<file path="src/rtl/isdu.sv">
// Instruction sequencing and decode unit: a Moore FSM that steps the datapath
// through fetch, decode and execute of a small LC-3 style instruction subset.
module isdu (
  input  logic       Clk,
  input  logic       Reset,
  input  logic       Run,
  input  logic       Continue,
  input  logic [3:0] Opcode,
  input  logic       IR_5,
  input  logic       BEN,
  output logic       LD_MAR,
  output logic       LD_MDR,
  output logic       LD_IR,
  output logic       LD_BEN,
  output logic       LD_CC,
  output logic       LD_REG,
  output logic       LD_PC,
  output logic       LD_LED,
  output logic       GatePC,
  output logic       GateMDR,
  output logic       GateALU,
  output logic       GateMARMUX,
  output logic [1:0] PCMUX,
  output logic [1:0] ADDR2MUX,
  output logic [1:0] ALUK,
  output logic       SR2MUX,
  output logic       ADDR1MUX,
  output logic       DRMUX,
  output logic       SR1MUX,
  output logic       MARMUX,
  output logic       MIO_EN,
  output logic       Mem_OE,
  output logic       Mem_WE,
  output logic [4:0] state_dbg
);

  typedef enum logic [4:0] {
    HALTED    = 5'd0,
    S18       = 5'd1,
    S33_1     = 5'd2,
    S33_2     = 5'd3,
    S33_3     = 5'd4,
    S35       = 5'd5,
    S32       = 5'd6,
    S01       = 5'd7,
    S05       = 5'd8,
    S09       = 5'd9,
    S00       = 5'd10,
    S22       = 5'd11,
    S12       = 5'd12,
    S04       = 5'd13,
    S21       = 5'd14,
    S06       = 5'd15,
    S25_1     = 5'd16,
    S25_2     = 5'd17,
    S25_3     = 5'd18,
    S27       = 5'd19,
    S07       = 5'd20,
    S23       = 5'd21,
    S16_1     = 5'd22,
    S16_2     = 5'd23,
    S16_3     = 5'd24,
    PAUSE_IR1 = 5'd25,
    PAUSE_IR2 = 5'd26
  } state_t;

  state_t state, state_next;

  assign state_dbg = state;

  always_ff @(posedge Clk or posedge Reset) begin
    if (Reset) state <= HALTED;
    else       state <= state_next;
  end

  // Run and Continue are plain levels, not handshakes: Run is only looked at
  // in HALTED, Continue only in the two pause states.
  always_comb begin
    state_next = state;
    unique case (state)
      HALTED:    if (Run) state_next = S18;
      S18:       state_next = S33_1;
      S33_1:     state_next = S33_2;
      S33_2:     state_next = S33_3;
      S33_3:     state_next = S35;
      S35:       state_next = S32;
      S32: begin
        unique case (Opcode)
          4'b0001: state_next = S01;
          4'b0101: state_next = S05;
          4'b1001: state_next = S09;
          4'b0000: state_next = S00;
          4'b1100: state_next = S12;
          4'b0100: state_next = S04;
          4'b0110: state_next = S06;
          4'b0111: state_next = S07;
          4'b1101: state_next = PAUSE_IR1;
          default: state_next = S18;
        endcase
      end
      S01, S05, S09, S22, S12, S21, S27: state_next = S18;
      S00:       state_next = BEN ? S22 : S18;
      S04:       state_next = S21;
      S06:       state_next = S25_1;
      S25_1:     state_next = S25_2;
      S25_2:     state_next = S25_3;
      S25_3:     state_next = S27;
      S07:       state_next = S23;
      S23:       state_next = S16_1;
      S16_1:     state_next = S16_2;
      S16_2:     state_next = S16_3;
      S16_3:     state_next = S18;
      PAUSE_IR1: if (Continue)  state_next = PAUSE_IR2;
      PAUSE_IR2: if (!Continue) state_next = S18;
      default:   state_next = HALTED;
    endcase
  end

  always_comb begin
    LD_MAR     = 1'b0;
    LD_MDR     = 1'b0;
    LD_IR      = 1'b0;
    LD_BEN     = 1'b0;
    LD_CC      = 1'b0;
    LD_REG     = 1'b0;
    LD_PC      = 1'b0;
    LD_LED     = 1'b0;
    GatePC     = 1'b0;
    GateMDR    = 1'b0;
    GateALU    = 1'b0;
    GateMARMUX = 1'b0;
    PCMUX      = 2'b00;
    ADDR2MUX   = 2'b00;
    ALUK       = 2'b00;
    SR2MUX     = 1'b0;
    ADDR1MUX   = 1'b0;
    DRMUX      = 1'b0;
    SR1MUX     = 1'b0;
    MARMUX     = 1'b0;
    MIO_EN     = 1'b0;
    Mem_OE     = 1'b0;
    Mem_WE     = 1'b0;
    unique case (state)
      S18: begin
        GatePC = 1'b1;
        LD_MAR = 1'b1;
        LD_PC  = 1'b1;
      end
      S33_1, S33_2, S25_1, S25_2: begin
        Mem_OE = 1'b1;
        MIO_EN = 1'b1;
      end
      S33_3, S25_3: begin
        Mem_OE = 1'b1;
        MIO_EN = 1'b1;
        LD_MDR = 1'b1;
      end
      S35: begin
        GateMDR = 1'b1;
        LD_IR   = 1'b1;
      end
      S32: LD_BEN = 1'b1;
      // IR_5 high means the immediate form, which is the SR2MUX=0 input.
      S01, S05: begin
        SR1MUX  = 1'b1;
        SR2MUX  = ~IR_5;
        ALUK    = (state == S05) ? 2'b01 : 2'b00;
        GateALU = 1'b1;
        LD_REG  = 1'b1;
        LD_CC   = 1'b1;
      end
      S09: begin
        SR1MUX  = 1'b1;
        ALUK    = 2'b10;
        GateALU = 1'b1;
        LD_REG  = 1'b1;
        LD_CC   = 1'b1;
      end
      S22: begin
        ADDR2MUX = 2'b10;
        PCMUX    = 2'b10;
        LD_PC    = 1'b1;
      end
      S12: begin
        SR1MUX   = 1'b1;
        ADDR1MUX = 1'b1;
        PCMUX    = 2'b10;
        LD_PC    = 1'b1;
      end
      S04: begin
        GatePC = 1'b1;
        DRMUX  = 1'b1;
        LD_REG = 1'b1;
      end
      S21: begin
        ADDR2MUX = 2'b11;
        PCMUX    = 2'b10;
        LD_PC    = 1'b1;
      end
      S06, S07: begin
        SR1MUX     = 1'b1;
        ADDR1MUX   = 1'b1;
        ADDR2MUX   = 2'b01;
        GateMARMUX = 1'b1;
        LD_MAR     = 1'b1;
      end
      S27: begin
        GateMDR = 1'b1;
        LD_REG  = 1'b1;
        LD_CC   = 1'b1;
      end
      S23: begin
        ALUK    = 2'b11;
        GateALU = 1'b1;
        LD_MDR  = 1'b1;
      end
      S16_1, S16_2, S16_3: Mem_WE = 1'b1;
      PAUSE_IR1: LD_LED = 1'b1;
      default: ;
    endcase
  end

endmodule

</file>
<file path="config.mk">
export PLATFORM = sky130hd
export DESIGN_NAME = isdu
export DESIGN_NICKNAME = d
export VERILOG_FILES = /design/src/rtl/isdu.sv
export SDC_FILE = /design/constraint.sdc
export NUM_CORES = 1
export LEC_CHECK = 0
export BUFFER_PORTS_ARGS = -buffer_cell sky130_fd_sc_hd__clkbuf_2
export CAP_MARGIN = 20
export CELL_PAD_IN_SITES_DETAIL_PLACEMENT = 0
export CELL_PAD_IN_SITES_GLOBAL_PLACEMENT = 2
export CORE_MARGIN = 2
export CORE_UTILIZATION = 24
export CTS_CLUSTER_DIAMETER = 30
export DETAILED_ROUTE_END_ITERATION = 7
export PLACE_DENSITY_LB_ADDON = 0.15
export SYNTH_ARGS = -nofsm -noshare
export SYNTH_HDL_FRONTEND = slang
export SYNTH_SLANG_ARGS = --single-unit
</file>
<file path="constraint.sdc">
create_clock -name Clk -period 2.2 [get_ports Clk]
set_input_delay 0.33 -clock Clk [delete_from_list [all_inputs] [get_ports Clk]]
set_output_delay 0.33 -clock Clk [all_outputs]
set_load 0.03 [all_outputs]
</file>
* Word-level counts from Yosys, hierarchy flattened
Memory sizes are Yosys's and may differ from the RTL's. Index checks and enable logic that the tools add are counted. W data, S select, Z words.
Cells by class: mux-type cells 27, reductions and logical operators 18, equal/unequal tests 29, bitwise logic cells 1
Operator list (count):
- $pmux W5 S20 | 1
- $eq A5 B5 Y1 const B | 11
- $eq A5 B4 Y1 const B | 8
- $eq A5 B3 Y1 const B | 4
- $mux W1 | 19
- $mux W5 | 3
- $reduce_or A3 Y1 | 5
- $pmux W2 S3 | 2
- $reduce_or A4 Y1 | 3
- $reduce_or A6 Y1 | 2
- $eq A5 B2 Y1 const B | 2
- $reduce_or A2 Y1 | 4
- $reduce_or A8 Y1 | 1
- $ne A2 B2 Y1 const B | 3
- $eq A5 B1 Y1 const B | 1
- $logic_not A5 Y1 | 1
- $reduce_or A5 Y1 | 1
- $mux W4 | 1
- $reduce_and A3 Y1 | 1
- $mux W2 | 1
- $not A1 Y1 | 1
Storage, ports and cells: bits in read-only memories 80, logic and storage cells 77, output and inout bits 31, input port bits 10, memories kept 1, register bits 5
Memories:
- (name not given) | depth 16, width 5, read ports 1, clocked after memory_dff 0, wr ports 0, RTL line 88 | unique case (Opcode)

* Logic depth before layout (Yosys ltp)
depth in word-level cells 3, gate-level depth with buffers 7, gate-level depth less buffers 5

* Worst setup path after synthesis
No wires, ideal clock.
kind reg-to-output, start reg state[0], in the netlist state_dbg[0], end out GatePC, cell stages (with the launch flop) 5, buffers on the path 2, required time 1870 ps, data arrival time 2586 ps, setup slack -716 ps, path through dfrtp_1 > buf_2 > buf_4 > o21ai_0 > a2111oi_0
Between the ends: longest elaborated chain between the ends 3, elaborated cells between the ends (all ways) 4, classes of those cells 2 x eq/ne; 1 x mux; 1 x reduce/logical
RTL lines:
- start, declared | RTL line 67 | state_t state, state_next;
- start signal, assigned | RTL line 73 | else state <= state_next;
- $eq A5 B4 Y1 or $eq A5 B1 Y1 (tied branches) | RTL line 143 | unique case (state)
- $reduce_or A2 Y1 (no line) *
- $mux W1 * | RTL line 143
- end, declared | RTL line 19 | output logic GatePC,
Mark *: on every way between the ends. The rest lies on a longest branch, timed or not.

* Worst setup path after layout
start reg state[4], in the netlist state_dbg[4], end out LD_MAR
Between the ends: longest elaborated chain between the ends 3, elaborated cells between the ends (all ways) 5, classes of those cells 3 x eq/ne; 1 x mux; 1 x reduce/logical
RTL lines:
- $eq A5 B5 Y1 (tied with other cells) | RTL line 143
- $reduce_or A3 Y1 (no line) *
- $mux W1 * | RTL line 143
- end, declared | RTL line 11 | output logic LD_MAR,
Marked as above.

==> flow_summary.ini <==
[clock_network]
cts_made_buffers = 3
cts_tree = done
cts_buffer_depth = 2
htree_levels = 1
clk_latency_ns = 0.22
cts_num_sinks = 5
cts.root.buffer_cell = clkbuf_8
cts_setup_buffers = 0
cts.reportedPaths.clkPinSlew_ns = 0.03

[routing]
wl_per_cell_um = 15.16
vias = 1256
initialDrtViolationCount = 59
ant_nets = 0
drt-total-wl_mm = 3.683
viasPerCell = 5.169
route.detailed.drc = 0
dr.pass1.iters = 4

[critical_path]
critPathCaptureType = output port
crit_path_max_fanout = 17
start_kind = register
rr_endpoint = state_dbg[0]$_DFFE_PP0P_
reg2reg_slack_ns = 0.35
worstPathRequired_ns = 1.87
path_class = register to output port
worstPathArrival_ns = 1.73
r2r_cells = 6
r2r-start = state_dbg[2]$_DFFE_PP0P_

[placement]
placed_cell_area_um2 = 1286
place_congestion = 0.8229
dp.final_hpwl_mm = 2.870
io_buffers = 38

[finish]
layout_commonest_cell = clkbuf_2
layout-drive-gt1-share_pct = 36.27
regArea_um2 = 127.6
syn_to_final_growth_pct = 33.25
final_area_um2 = 1359
layout.nets = 204
largest_reg_flops = 5
final_core_util_pct = 33.49
n_fill_cell = 459
n_antenna_cell = 0
final_cell_mix = clkbuf_2 (38), nand2_1 (18), nor2_1 (15)
multi_input_area_um2 = 818.3

[status]
status = finished clean

[timing]
setup_viol_count_final = 0
grt_setup_unrepaired = false
fin_setup_tns_ns = 0
fmax_ghz = 0.4847
max_slew_margin_pct = 63.73
worst_pin_slew_ns = 0.5421
period_share_pct = 93.77
finalHoldViolCount = 0
maxSlewViolCount = 0
skew_ns = 0.0003087
min_period_ns = 2.063

[run]
maxCapViolCount = 0

[power_and_ir_drop]
p_leak_uw = 0.0006294
cellPowerDensity_nw_per_um2 = 1624
total_power_uw = 2206
vdd_drop_max_uv = 789.7

[yosys]
avgSynthCellArea_um2 = 6.495
synth_edf_count = 0
yosysUniqueCellTypes = 49
yosysWarnings = 0
synthCells = 157
ys.flop_type = dfrtp_1
synth_area_um2 = 1020
synth_seq_cells = 5
async_reset_ff_share_pct = 100.0
synth.yosys.seq_area_share_pct = 12.27

[die]
coreArea_um2 = 4058
die-area_um2 = 4787
rows = 23
die_x_um = 69.19
initial_core_util_pct = 25.13
die-height_um = 69.19
pin_count = 41

[grt]
grt_pass1_wl_mm = 6.313
grt_max_degree = 23
grt_pass1_vias = 1214
grt_util_all_layers_pct = 15.58
antenna_found_initial = 0
grt.overflow.total = 0

[worst_hold_path]
hold_class = input port to register
hold_path_end = state_dbg[0]$_DFFE_PP0P_
hold_depth = 2
min_from = Continue
-- layout make-up --
class	instances	area share [%]
clock buffer	4	3.315
inverter	4	1.105
multi-input combinational	129	60.22
sequential	5	9.392
tap	50	4.604
timing repair buffer	51	21.36
-- kinds of logic (layout without fill, tap and decap cells) --
kind of cell / Yosys count / after routing / synth area share, %
simple gates: 72 / 72 / 35.09
compound gates: 46 / 46 / 31.90
buf+inv: 24 / 59 / 11.90
xor+xnor: 5 / 5 / 4.295
flops: 5 / 5 / 12.27
mux: 4 / 4 / 4.172
other cells: 1 / 2 / 0.3677
-- critical path: stages, from the launching register on --
cell	delay, ns
dfrtp_1	0.36
buf_4	0.20
nor2_1	0.44
nand2_1	0.13
o32ai_2	0.13
clkbuf_2	0.24
-- per-stage QoR --
| step | hold slack (ns) | setup WS [ns] | std cells |
|---|---|---|---|
| global placement | 0.2132 | 0.2960 | 238 |
| global route | 0.4078 | 0.008973 | 243 |
| finish | 0.4035 | 0.1370 | 243 |
| CTS | 0.4052 | 0.001199 | 243 |
| floorplan | 0.1085 | 0.02172 | 158 |
| detailed placement | 0.2264 | 0.2431 | 238 |
-- power by group --
| part | switching (uW) | internal, uW | total, uW |
|---|---|---|---|
| clock | 46.0 | 124 | 170 |
| combinational | 1190 | 634 | 1820 |
| sequential | 77.4 | 138 | 215 |
-- synthesized netlist by cell type (all sizes together) (2+ instances only) --
cell type / number / area (um2)
o22ai: 3 / 18.77
dfrtp: 5 / 125.1
nand2: 18 / 67.56
mux2: 2 / 22.52
buf: 18 / 98.84
o211a: 2 / 20.02
nor4: 3 / 18.77
a211oi: 2 / 15.01
o211ai: 2 / 15.01
a31oi: 2 / 12.51
nor3: 6 / 30.03
nand2b: 5 / 31.28
and3: 3 / 18.77
o21ai: 7 / 35.03
xor2: 3 / 26.28
inv: 4 / 15.01
a31o: 3 / 26.28
clkbuf: 2 / 7.510
mux2i: 2 / 20.02
nor2b: 9 / 56.30
nor2: 17 / 66.32
xnor2: 2 / 17.52
a21oi: 11 / 55.05
nand3: 4 / 20.02
and2: 2 / 12.51
a21o: 2 / 15.01
-- per-layer routing --
| layer | part of all wire [%] | vias up | wire length, um | global-route usage, % |
|---|---|---|---|---|
| li1 | - | 633 | - | - |
| met1 | 47 | 579 | 1720 | 21.82 |
| met2 | 47 | 40 | 1725 | 25.21 |
| met3 | 5.6 | 4 | 208 | 3.198 |
| met4 | 0.76 | 0 | 28 | 2.179 |
| met5 | 0 | - | 0 | 0 |
-- timing repair --
item | 4_1_cts | 5_1_grt
gates resized for setup | 0 | 6
endpoints found under the setup margin | 0 | 7
hold buffers | 1 | 0
endpoints found under the hold margin | 5 | 0
-- worst max path at each step --
stage	start	end
6_report	state_dbg[4]$_DFFE_PP0P_	LD_MAR
5_1_grt	state_dbg[4]$_DFFE_PP0P_	LD_MAR
4_1_cts	state_dbg[0]$_DFFE_PP0P_	SR2MUX
3_5_place_dp	state_dbg[0]$_DFFE_PP0P_	SR2MUX
3_3_place_gp	state_dbg[1]$_DFFE_PP0P_	SR2MUX
2_1_floorplan	state_dbg[2]$_DFFE_PP0P_	LD_REG
Power figures use the tool's default switching activity.
